==> src/rtl/tap_pkg.sv <==
// Shared TAP controller definitions: 1149.1 state encoding, DR path selector,
// instruction opcode values and the default instruction register width.
package tap_pkg;

  localparam int unsigned IR_W_DEF = 4;

  localparam int unsigned OP_IDCODE      = 1;
  localparam int unsigned OP_INSCANWRAP  = 2;
  localparam int unsigned OP_OUTSCANWRAP = 3;
  localparam int unsigned OP_WRAP_CFG    = 4;

  typedef enum logic [3:0] {
    ST_TLR,
    ST_RTI,
    ST_SEL_DR,
    ST_CAP_DR,
    ST_SH_DR,
    ST_EX1_DR,
    ST_PA_DR,
    ST_EX2_DR,
    ST_UPD_DR,
    ST_SEL_IR,
    ST_CAP_IR,
    ST_SH_IR,
    ST_EX1_IR,
    ST_PA_IR,
    ST_EX2_IR,
    ST_UPD_IR
  } tap_state_e;

  typedef enum logic [1:0] {
    DR_BYPASS,
    DR_IDCODE,
    DR_WRAP,
    DR_CFG
  } dr_sel_e;

endpackage

==> src/rtl/tap_fsm.sv <==
// IEEE 1149.1 16-state TAP controller; advances on TMS at each rising TDR_TCK,
// synchronous active-high reset forces Test-Logic-Reset.
module tap_fsm
  import tap_pkg::*;
(
  input  logic       TDR_TCK,
  input  logic       TDR_TRESET,
  input  logic       TMS,
  output tap_state_e state_o
);

  tap_state_e state_q;
  tap_state_e state_d;

  always_ff @(posedge TDR_TCK) begin
    if (TDR_TRESET) begin
      state_q <= ST_TLR;
    end else begin
      state_q <= state_d;
    end
  end

  always_comb begin
    state_d = state_q;
    case (state_q)
      ST_TLR:    state_d = TMS ? ST_TLR    : ST_RTI;
      ST_RTI:    state_d = TMS ? ST_SEL_DR : ST_RTI;
      ST_SEL_DR: state_d = TMS ? ST_SEL_IR : ST_CAP_DR;
      ST_CAP_DR: state_d = TMS ? ST_EX1_DR : ST_SH_DR;
      ST_SH_DR:  state_d = TMS ? ST_EX1_DR : ST_SH_DR;
      ST_EX1_DR: state_d = TMS ? ST_UPD_DR : ST_PA_DR;
      ST_PA_DR:  state_d = TMS ? ST_EX2_DR : ST_PA_DR;
      ST_EX2_DR: state_d = TMS ? ST_UPD_DR : ST_SH_DR;
      ST_UPD_DR: state_d = TMS ? ST_SEL_DR : ST_RTI;
      ST_SEL_IR: state_d = TMS ? ST_TLR    : ST_CAP_IR;
      ST_CAP_IR: state_d = TMS ? ST_EX1_IR : ST_SH_IR;
      ST_SH_IR:  state_d = TMS ? ST_EX1_IR : ST_SH_IR;
      ST_EX1_IR: state_d = TMS ? ST_UPD_IR : ST_PA_IR;
      ST_PA_IR:  state_d = TMS ? ST_EX2_IR : ST_PA_IR;
      ST_EX2_IR: state_d = TMS ? ST_UPD_IR : ST_SH_IR;
      ST_UPD_IR: state_d = TMS ? ST_SEL_DR : ST_RTI;
      default:   state_d = ST_TLR;
    endcase
  end

  assign state_o = state_q;

endmodule

==> src/rtl/tap_ctrl.sv <==
// JTAG TAP with IR, BYPASS, WRAP_CFG and scan-wrapper strobes/chain muxing.
// Define TAP_CTRL_IDCODE_EN to include the IDCODE register and opcode.
module tap_ctrl
  import tap_pkg::*;
#(
  parameter int unsigned IR_W       = IR_W_DEF,
  parameter logic [31:0] IDCODE_VAL = 32'h1000_0A01
) (
  input  logic TDR_TCK,
  input  logic TDR_TRESET,
  input  logic TMS,
  input  logic TDI,
  input  logic CTO,
  output logic TDO,
  output logic CTI,
  output logic TDR_CAPTURE,
  output logic TDR_SHIFT,
  output logic TDR_UPDATE,
  output logic INSCANWRAP_TDR_EN,
  output logic OUTSCANWRAP_TDR_EN,
  output logic inscanwrap_sel,
  output logic outscanwrap_sel
);

  localparam logic [IR_W-1:0] IR_BYPASS  = '1;
  localparam logic [IR_W-1:0] IR_IDCODE  = IR_W'(OP_IDCODE);
  localparam logic [IR_W-1:0] IR_INSCAN  = IR_W'(OP_INSCANWRAP);
  localparam logic [IR_W-1:0] IR_OUTSCAN = IR_W'(OP_OUTSCANWRAP);
  localparam logic [IR_W-1:0] IR_WRAPCFG = IR_W'(OP_WRAP_CFG);
  localparam logic [IR_W-1:0] IR_CAPTURE = IR_W'(2'b01);

`ifdef TAP_CTRL_IDCODE_EN
  localparam logic [IR_W-1:0] IR_RESET = IR_IDCODE;
  localparam logic [31:0]     IDC_CAP  = IDCODE_VAL | 32'h0000_0001;
`else
  localparam logic [IR_W-1:0] IR_RESET = IR_BYPASS;
`endif

  tap_state_e state_q;

  tap_fsm u_fsm (
    .TDR_TCK    (TDR_TCK),
    .TDR_TRESET (TDR_TRESET),
    .TMS        (TMS),
    .state_o    (state_q)
  );

  logic [IR_W-1:0] ir_sr_q, ir_sr_d;
  logic [IR_W-1:0] ir_q, ir_d;
  logic            byp_q, byp_d;
  logic [1:0]      cfg_sr_q, cfg_sr_d;
  logic [1:0]      en_q, en_d;
  logic            tdo_q, tdo_d;
  dr_sel_e         dr_sel;
  logic            wrap_sel;
  logic            tlr_entry;

`ifdef TAP_CTRL_IDCODE_EN
  logic [31:0]     idc_sr_q, idc_sr_d;
`else
  logic            unused_idcode;
  assign unused_idcode = ^{IDCODE_VAL, IR_IDCODE};
`endif

  // The FSM lands in TLR on this edge, so IR/WRAP_CFG clear on the same edge.
  assign tlr_entry = TDR_TRESET |
                     (TMS & ((state_q == ST_TLR) | (state_q == ST_SEL_IR)));

  assign inscanwrap_sel  = (ir_q == IR_INSCAN);
  assign outscanwrap_sel = (ir_q == IR_OUTSCAN);
  assign wrap_sel        = inscanwrap_sel | outscanwrap_sel;

  always_comb begin
    dr_sel = DR_BYPASS;
    if (wrap_sel) begin
      dr_sel = DR_WRAP;
    end else if (ir_q == IR_WRAPCFG) begin
      dr_sel = DR_CFG;
    end
`ifdef TAP_CTRL_IDCODE_EN
    else if (ir_q == IR_IDCODE) begin
      dr_sel = DR_IDCODE;
    end
`endif
  end

  always_comb begin
    ir_sr_d = ir_sr_q;
    ir_d    = ir_q;
    case (state_q)
      ST_CAP_IR: ir_sr_d = IR_CAPTURE;
      ST_SH_IR:  ir_sr_d = {TDI, ir_sr_q[IR_W-1:1]};
      ST_UPD_IR: ir_d    = ir_sr_q;
      default: ;
    endcase
    if (tlr_entry) begin
      ir_d = IR_RESET;
    end
  end

  always_comb begin
    byp_d    = byp_q;
    cfg_sr_d = cfg_sr_q;
    en_d     = en_q;
    tdo_d    = tdo_q;
`ifdef TAP_CTRL_IDCODE_EN
    idc_sr_d = idc_sr_q;
`endif
    case (state_q)
      ST_CAP_DR: begin
        case (dr_sel)
          DR_BYPASS: byp_d    = 1'b0;
          DR_CFG:    cfg_sr_d = en_q;
`ifdef TAP_CTRL_IDCODE_EN
          DR_IDCODE: idc_sr_d = IDC_CAP;
`endif
          default: ;
        endcase
      end
      ST_SH_DR: begin
        case (dr_sel)
          DR_BYPASS: begin
            tdo_d = byp_q;
            byp_d = TDI;
          end
          DR_CFG: begin
            tdo_d    = cfg_sr_q[0];
            cfg_sr_d = {TDI, cfg_sr_q[1]};
          end
          DR_WRAP: tdo_d = CTO;
`ifdef TAP_CTRL_IDCODE_EN
          DR_IDCODE: begin
            tdo_d    = idc_sr_q[0];
            idc_sr_d = {TDI, idc_sr_q[31:1]};
          end
`endif
          default: ;
        endcase
      end
      ST_SH_IR:  tdo_d = ir_sr_q[0];
      ST_UPD_DR: begin
        if (dr_sel == DR_CFG) begin
          en_d = cfg_sr_q;
        end
      end
      default: ;
    endcase
    if (tlr_entry) begin
      en_d = '0;
    end
  end

  always_ff @(posedge TDR_TCK) begin
    if (TDR_TRESET) begin
      ir_sr_q  <= '0;
      ir_q     <= IR_RESET;
      byp_q    <= 1'b0;
      cfg_sr_q <= '0;
      en_q     <= '0;
      tdo_q    <= 1'b0;
    end else begin
      ir_sr_q  <= ir_sr_d;
      ir_q     <= ir_d;
      byp_q    <= byp_d;
      cfg_sr_q <= cfg_sr_d;
      en_q     <= en_d;
      tdo_q    <= tdo_d;
    end
  end

`ifdef TAP_CTRL_IDCODE_EN
  always_ff @(posedge TDR_TCK) begin
    if (TDR_TRESET) begin
      idc_sr_q <= '0;
    end else begin
      idc_sr_q <= idc_sr_d;
    end
  end
`endif

  assign TDO                = tdo_q;
  assign CTI                = TDI;
  assign INSCANWRAP_TDR_EN  = en_q[0];
  assign OUTSCANWRAP_TDR_EN = en_q[1];
  assign TDR_CAPTURE        = wrap_sel & (state_q == ST_CAP_DR);
  assign TDR_SHIFT          = wrap_sel & (state_q == ST_SH_DR);
  assign TDR_UPDATE         = wrap_sel & (state_q == ST_UPD_DR);

endmodule

==> config.mk <==
export PLATFORM = sky130hd
export DESIGN_NAME = tap_ctrl
export DESIGN_NICKNAME = d
export VERILOG_FILES = /design/src/rtl/tap_pkg.sv /design/src/rtl/tap_fsm.sv /design/src/rtl/tap_ctrl.sv
export SDC_FILE = /design/constraint.sdc
export NUM_CORES = 1
export LEC_CHECK = 0
export ABC_AREA = 1
export CORE_MARGIN = 1
export CORE_UTILIZATION = 48
export DETAILED_ROUTE_END_ITERATION = 10
export PLACE_DENSITY = 0.72
export SYNTH_ARGS = -nofsm -noshare
export SYNTH_HDL_FRONTEND = slang
export SYNTH_HIERARCHICAL = 1
export SYNTH_SLANG_ARGS = --single-unit
==> constraint.sdc <==
create_clock -name TDR_TCK -period 1.3 [get_ports TDR_TCK]
set_clock_uncertainty 0.1 [all_clocks]
set_input_delay 0.26 -clock TDR_TCK [delete_from_list [all_inputs] [get_ports TDR_TCK]]
set_output_delay 0.26 -clock TDR_TCK [all_outputs]
set_load 0.02 [all_outputs]
==> report_table.html <==
<table>
<tr><th>Metric</th><th>Value</th></tr>
<tr><th colspan="2">Status</th></tr>
<tr><td>Result of the run</td><td>complete, but fails checks</td></tr>
<tr><td>Violations in the final reports</td><td>negative setup slack</td></tr>
<tr><th colspan="2">Synthesis</th></tr>
<tr><td>Post-synthesis sequential element count</td><td>18</td></tr>
<tr><td>Mux contribution to synthesized area</td><td>0%</td></tr>
<tr><td>Dominant cell by count in the synthesized netlist</td><td>sky130_fd_sc_hd__nand2_1</td></tr>
<tr><td>Post-synth top area share</td><td>32.8%</td></tr>
<tr><td>Arithmetic-cell share of the synthesized area counting full adders, half adders and majority gates</td><td>0%</td></tr>
<tr><td>Synth Flop Type</td><td>sky130_fd_sc_hd__dfxtp_1</td></tr>
<tr><td>Yosys warnings</td><td>6</td></tr>
<tr><td>Proportion of synthesized flip-flops having asynchronous set or reset</td><td>0%</td></tr>
<tr><td>Ranking of synthesized cells by instance count</td><td>45 x sky130_fd_sc_hd__nand2_1, 22 x sky130_fd_sc_hd__nor2_1, 20 x sky130_fd_sc_hd__inv_1</td></tr>
<tr><td>Mapped cell area</td><td>1100 µm²</td></tr>
<tr><td>EDFF count, synth</td><td>0</td></tr>
<tr><td>Share of the synthesized area in compound gates (AO/OA/AOI/OAI)</td><td>15.7%</td></tr>
<tr><td>Syn_area_per_cell</td><td>6.42 µm²</td></tr>
<tr><td>Simple-gate portion of the synthesized area</td><td>42.5%</td></tr>
<tr><td>Cell count after synthesis</td><td>171</td></tr>
<tr><td>Library cell occupying the most area in the post-synthesis netlist</td><td>sky130_fd_sc_hd__dfxtp_1</td></tr>
<tr><td>Post-synthesis xor/xnor area fraction</td><td>0%</td></tr>
<tr><td>Nets in the synthesized netlist</td><td>176</td></tr>
<tr><td>Share of synthesized area occupied by flip-flops and latches</td><td>32.8%</td></tr>
<tr><td>Distinct cells, synth</td><td>24</td></tr>
<tr><td>Synth top area cells</td><td>sky130_fd_sc_hd__dfxtp_1 33%, sky130_fd_sc_hd__nand2_1 15%, sky130_fd_sc_hd__nor2_1 7.5%</td></tr>
<tr><td>Main combinational cell family by area after synthesis</td><td>simple AND/OR/NAND/NOR gates</td></tr>
<tr><th colspan="2">Detailed routing</th></tr>
<tr><td>Avg Vias per Cell</td><td>5.26</td></tr>
<tr><td>Final routed DRC violation total</td><td>0</td></tr>
<tr><td>Routed length per placed instance</td><td>13.6 µm</td></tr>
<tr><td>Final ANT Viol Nets</td><td>0</td></tr>
<tr><td>First-pass iteration count of the detailed router</td><td>4</td></tr>
<tr><td>Overall via count from detail_route</td><td>1284</td></tr>
<tr><td>Total length of routed wires</td><td>3320 µm</td></tr>
<tr><td>Initial DRC Count</td><td>42</td></tr>
<tr><th colspan="2">Worst setup path</th></tr>
<tr><td>Arr. time, crit path</td><td>1.19 ns</td></tr>
<tr><td>End point of the critical path</td><td>TDR_SHIFT</td></tr>
<tr><td>Launch point of the critical path</td><td>u_fsm/state_o[1]</td></tr>
<tr><td>Critical Path, Cell by Cell</td><td>nor2_4 &gt; nand3_2 &gt; nor2_4 &gt; buf_6</td></tr>
<tr><td>Most used cell, CP</td><td>sky130_fd_sc_hd__nor2_4</td></tr>
<tr><td>Master of the slowest instance on the critical path</td><td>sky130_fd_sc_hd__dfxtp_2</td></tr>
<tr><td>Reg2reg path depth</td><td>6</td></tr>
<tr><td>Slowest cell delay on critical path</td><td>0.36 ns</td></tr>
<tr><td>Maximum fanout along the worst path</td><td>4</td></tr>
<tr><td>Worst reg2reg startpoint</td><td>u_fsm/state_o[1]</td></tr>
<tr><td>Crit Path Class</td><td>reg -&gt; out</td></tr>
<tr><td>Worst R2R Setup Slack</td><td>-0.14 ns</td></tr>
<tr><td>Launching element type of the critical path</td><td>flip-flop</td></tr>
<tr><td>Data required time of the critical path</td><td>0.94 ns</td></tr>
<tr><td>Critical path capture point type</td><td>primary output</td></tr>
<tr><td>Endpoint of the lowest-slack register-to-register path</td><td>ir_q[2]</td></tr>
<tr><th colspan="2">Timing</th></tr>
<tr><td>Headroom to the max-slew limit</td><td>84.9%</td></tr>
<tr><td>Worst Tran Pin Value</td><td>0.223 ns</td></tr>
<tr><td>Fmax achieved</td><td>0.643 GHz</td></tr>
<tr><td>Final worst slack</td><td>-0.255 ns</td></tr>
<tr><td>Final Max Slew Viols</td><td>0</td></tr>
<tr><td>Unrepaired setup endpoints after global routing</td><td>true</td></tr>
<tr><td>Fin. Hold Viols</td><td>0</td></tr>
<tr><td>Crit share post-route</td><td>120%</td></tr>
<tr><td>Post-route minimum period</td><td>1.55 ns</td></tr>
<tr><td>Setup-violating endpoint count in the final report</td><td>19</td></tr>
<tr><th colspan="2">Power</th></tr>
<tr><td>Worst vdd ir</td><td>0.000567 V</td></tr>
<tr><td>Static Leakage</td><td>0.718 nW</td></tr>
<tr><td>Power density normalized to cell area</td><td>686 nW/µm²</td></tr>
<tr><th colspan="2">GRT</th></tr>
<tr><td>First-pass GRT wire length</td><td>5220 µm</td></tr>
<tr><td>Global-route track usage on met2</td><td>47.1%</td></tr>
<tr><td>Maximum number of pins on one net before global-route repair</td><td>11</td></tr>
<tr><td>GR Layer Usage met3</td><td>6.17%</td></tr>
<tr><td>Number of global-route vias before repair</td><td>1182</td></tr>
<tr><td>Total grt overflow</td><td>0</td></tr>
<tr><td>Fraction of met1 tracks used by global routing</td><td>35.6%</td></tr>
<tr><td>GR peak layer</td><td>met2</td></tr>
<tr><td>GRT Overall Usage</td><td>27.9%</td></tr>
<tr><td>Initial antenna violation count</td><td>0</td></tr>
<tr><th colspan="2">Clocking</th></tr>
<tr><td>H-tree lvl count</td><td>1</td></tr>
<tr><td>Clock tree buffer depth</td><td>2</td></tr>
<tr><td>Clk_lat worst skew</td><td>0.29 ns</td></tr>
<tr><td>CTS tree</td><td>built</td></tr>
<tr><td>Clock slew at the register clock pins of the worst setup and hold paths</td><td>0.11 ns</td></tr>
<tr><td>Number of buffers created by CTS</td><td>3</td></tr>
<tr><td>Num Clock Sinks</td><td>18</td></tr>
<tr><td>Clk root buf</td><td>sky130_fd_sc_hd__clkbuf_4</td></tr>
<tr><th colspan="2">Cells and area</th></tr>
<tr><td>Utilization after layout</td><td>79.2%</td></tr>
<tr><td>Fraction of final layout cells sized beyond drive strength 1</td><td>44.7%</td></tr>
<tr><td>Filler cell count</td><td>140</td></tr>
<tr><td>Fin nets</td><td>223</td></tr>
<tr><td>Ant diodes</td><td>0</td></tr>
<tr><td>Post-route standard cell area excluding fillers</td><td>1630 µm²</td></tr>
<tr><td>Area growth from synthesis to layout</td><td>48.8%</td></tr>
<tr><th colspan="2">Floorplanning</th></tr>
<tr><td>Number of primary I/O pins</td><td>14</td></tr>
<tr><td>Initial core utilization</td><td>53.2%</td></tr>
<tr><td>X dimension of the die</td><td>49.8 µm</td></tr>
<tr><td>Overall die area</td><td>2480 µm²</td></tr>
<tr><td>Vert. Die Dim</td><td>49.8 µm</td></tr>
<tr><td>Number of standard-cell rows in the floorplan</td><td>16</td></tr>
<tr><td>Area of the core region</td><td>2060 µm²</td></tr>
<tr><th colspan="2">Placement</th></tr>
<tr><td>Placer congestion estimate</td><td>0.909</td></tr>
<tr><td>Detailed-placement wirelength estimate</td><td>2230 µm</td></tr>
<tr><td>Port Buffer Count</td><td>13</td></tr>
<tr><td>Area of placed instances</td><td>1460 µm²</td></tr>
<tr><th colspan="2">Worst hold path</th></tr>
<tr><td>Hold Crit Depth</td><td>2</td></tr>
<tr><td>Path class of the lowest-slack min-delay path</td><td>reg -&gt; reg</td></tr>
<tr><th colspan="2">Flow run</th></tr>
<tr><td>Maximum Capacitance Violations</td><td>0</td></tr>
</table>
[worst min path at each step]
| stage | from | end | slack, ns |
|---|---|---|---|
| 2_1_floorplan | TDR_TRESET | u_fsm/state_o[1] | 0.22 |
| 6_report | byp_q | byp_q | 0.38 |
| 4_1_cts | byp_q | byp_q | 0.38 |
| 3_3_place_gp | byp_q | byp_q | 0.35 |
| 5_1_grt | byp_q | byp_q | 0.41 |
| 3_5_place_dp | byp_q | byp_q | 0.36 |
[state kept, by name, indices dropped and copies added (netlist names)]
name and flops:
TDO 1, cfg_sr_q 2, u_fsm/state_o 4, ir_sr_q 4, ir_q 4, byp_q 1
en_q 2
[cell families (layout without fill, tap and decap cells)]
family | Yosys count | count (layout)
buffers and inverters | 25 | 71
AND/OR/NAND/NOR | 101 | 101
flip-flops | 18 | 18
AO/OA/AOI/OAI | 27 | 27
[worst max-delay path, delay by kind of cell, from the launching register on]
family / cells / cell delay (ns)
buffers and inverters: 1 / 0.12
DFF: 1 / 0.36
and+or+nand+nor: 3 / 0.42
[through the flow]
step	power [mW]	setup TNS (ns)	hold WS, ns	instances	worst slack [ns]
after floorplan	0.681	0	0.215	171	0.0300
after global placement	0.759	-3.14	0.351	237	-0.395
after detailed placement	0.763	-3.46	0.364	237	-0.394
after CTS	1.11	-1.24	0.380	242	-0.202
after global routing	1.18	-3.23	0.413	244	-0.302
final	1.12	-2.00	0.380	244	-0.255
[layout make-up]
class | instances | area, µm² | area share [%]
multi-input combinational | 128 | 743 | 45.5
sequential | 18 | 372 | 22.8
timing repair buffer | 43 | 355 | 21.8
inverter | 24 | 92.6 | 5.67
clock buffer | 4 | 36.3 | 2.22
tap | 27 | 33.8 | 2.07
[metal layers]
layer	wire length, µm	up-vias	share of wire, %
met5	0	-	0
met4	23	0	0.69
met3	159	4	4.8
met2	1640	48	49
met1	1500	590	45
li1	-	642	-
[timing repair]
| item | 4_1_cts | 5_1_grt |
|---|---|---|
| endpoints found under the setup margin | 23 | 24 |
| hold buffers | 0 | 0 |
| setup buffers | 3 | 3 |
| pin swaps | 8 | 8 |
| gates resized for setup | 69 | 19 |
[layout by cell type, fill, tap and decap left out]
cell                              count
sky130_fd_sc_hd__clkbuf_8             1
sky130_fd_sc_hd__nand2_1             40
sky130_fd_sc_hd__inv_4                1
sky130_fd_sc_hd__dfxtp_2              6
sky130_fd_sc_hd__nor2_4               9
sky130_fd_sc_hd__clkbuf_4             3
sky130_fd_sc_hd__inv_1               14
sky130_fd_sc_hd__a21oi_2              2
sky130_fd_sc_hd__a211oi_1             1
sky130_fd_sc_hd__clkdlybuf4s50_1      4
sky130_fd_sc_hd__buf_4               28
sky130_fd_sc_hd__buf_6                7
sky130_fd_sc_hd__nand4_1              3
sky130_fd_sc_hd__inv_2                9
sky130_fd_sc_hd__dfxtp_4              1
sky130_fd_sc_hd__nand3_2              4
sky130_fd_sc_hd__o21ai_1              2
sky130_fd_sc_hd__o21ai_2              1
sky130_fd_sc_hd__or2_1                2
sky130_fd_sc_hd__a21oi_1             10
sky130_fd_sc_hd__dfxtp_1             11
sky130_fd_sc_hd__nand3_1             12
sky130_fd_sc_hd__nand2_2              8
sky130_fd_sc_hd__a21oi_4              1
sky130_fd_sc_hd__clkdlybuf4s15_2      1
sky130_fd_sc_hd__nor2_1              12
sky130_fd_sc_hd__a21boi_2             1
sky130_fd_sc_hd__nor2_2               7
sky130_fd_sc_hd__nand3_4              1
sky130_fd_sc_hd__buf_2                3
sky130_fd_sc_hd__o21ai_0              5
sky130_fd_sc_hd__and3_2               1
sky130_fd_sc_hd__nor3_2               2
sky130_fd_sc_hd__o211ai_1             4
[where the power goes]
group          leakage, nW  internal [mW]  total [mW]  switching (mW)
registers            0.146          0.558       0.569          0.0108
clock network       0.0210          0.171       0.353           0.182
logic                0.551         0.0808       0.198           0.118
No activity file was read; power rests on OpenSTA's default activity.
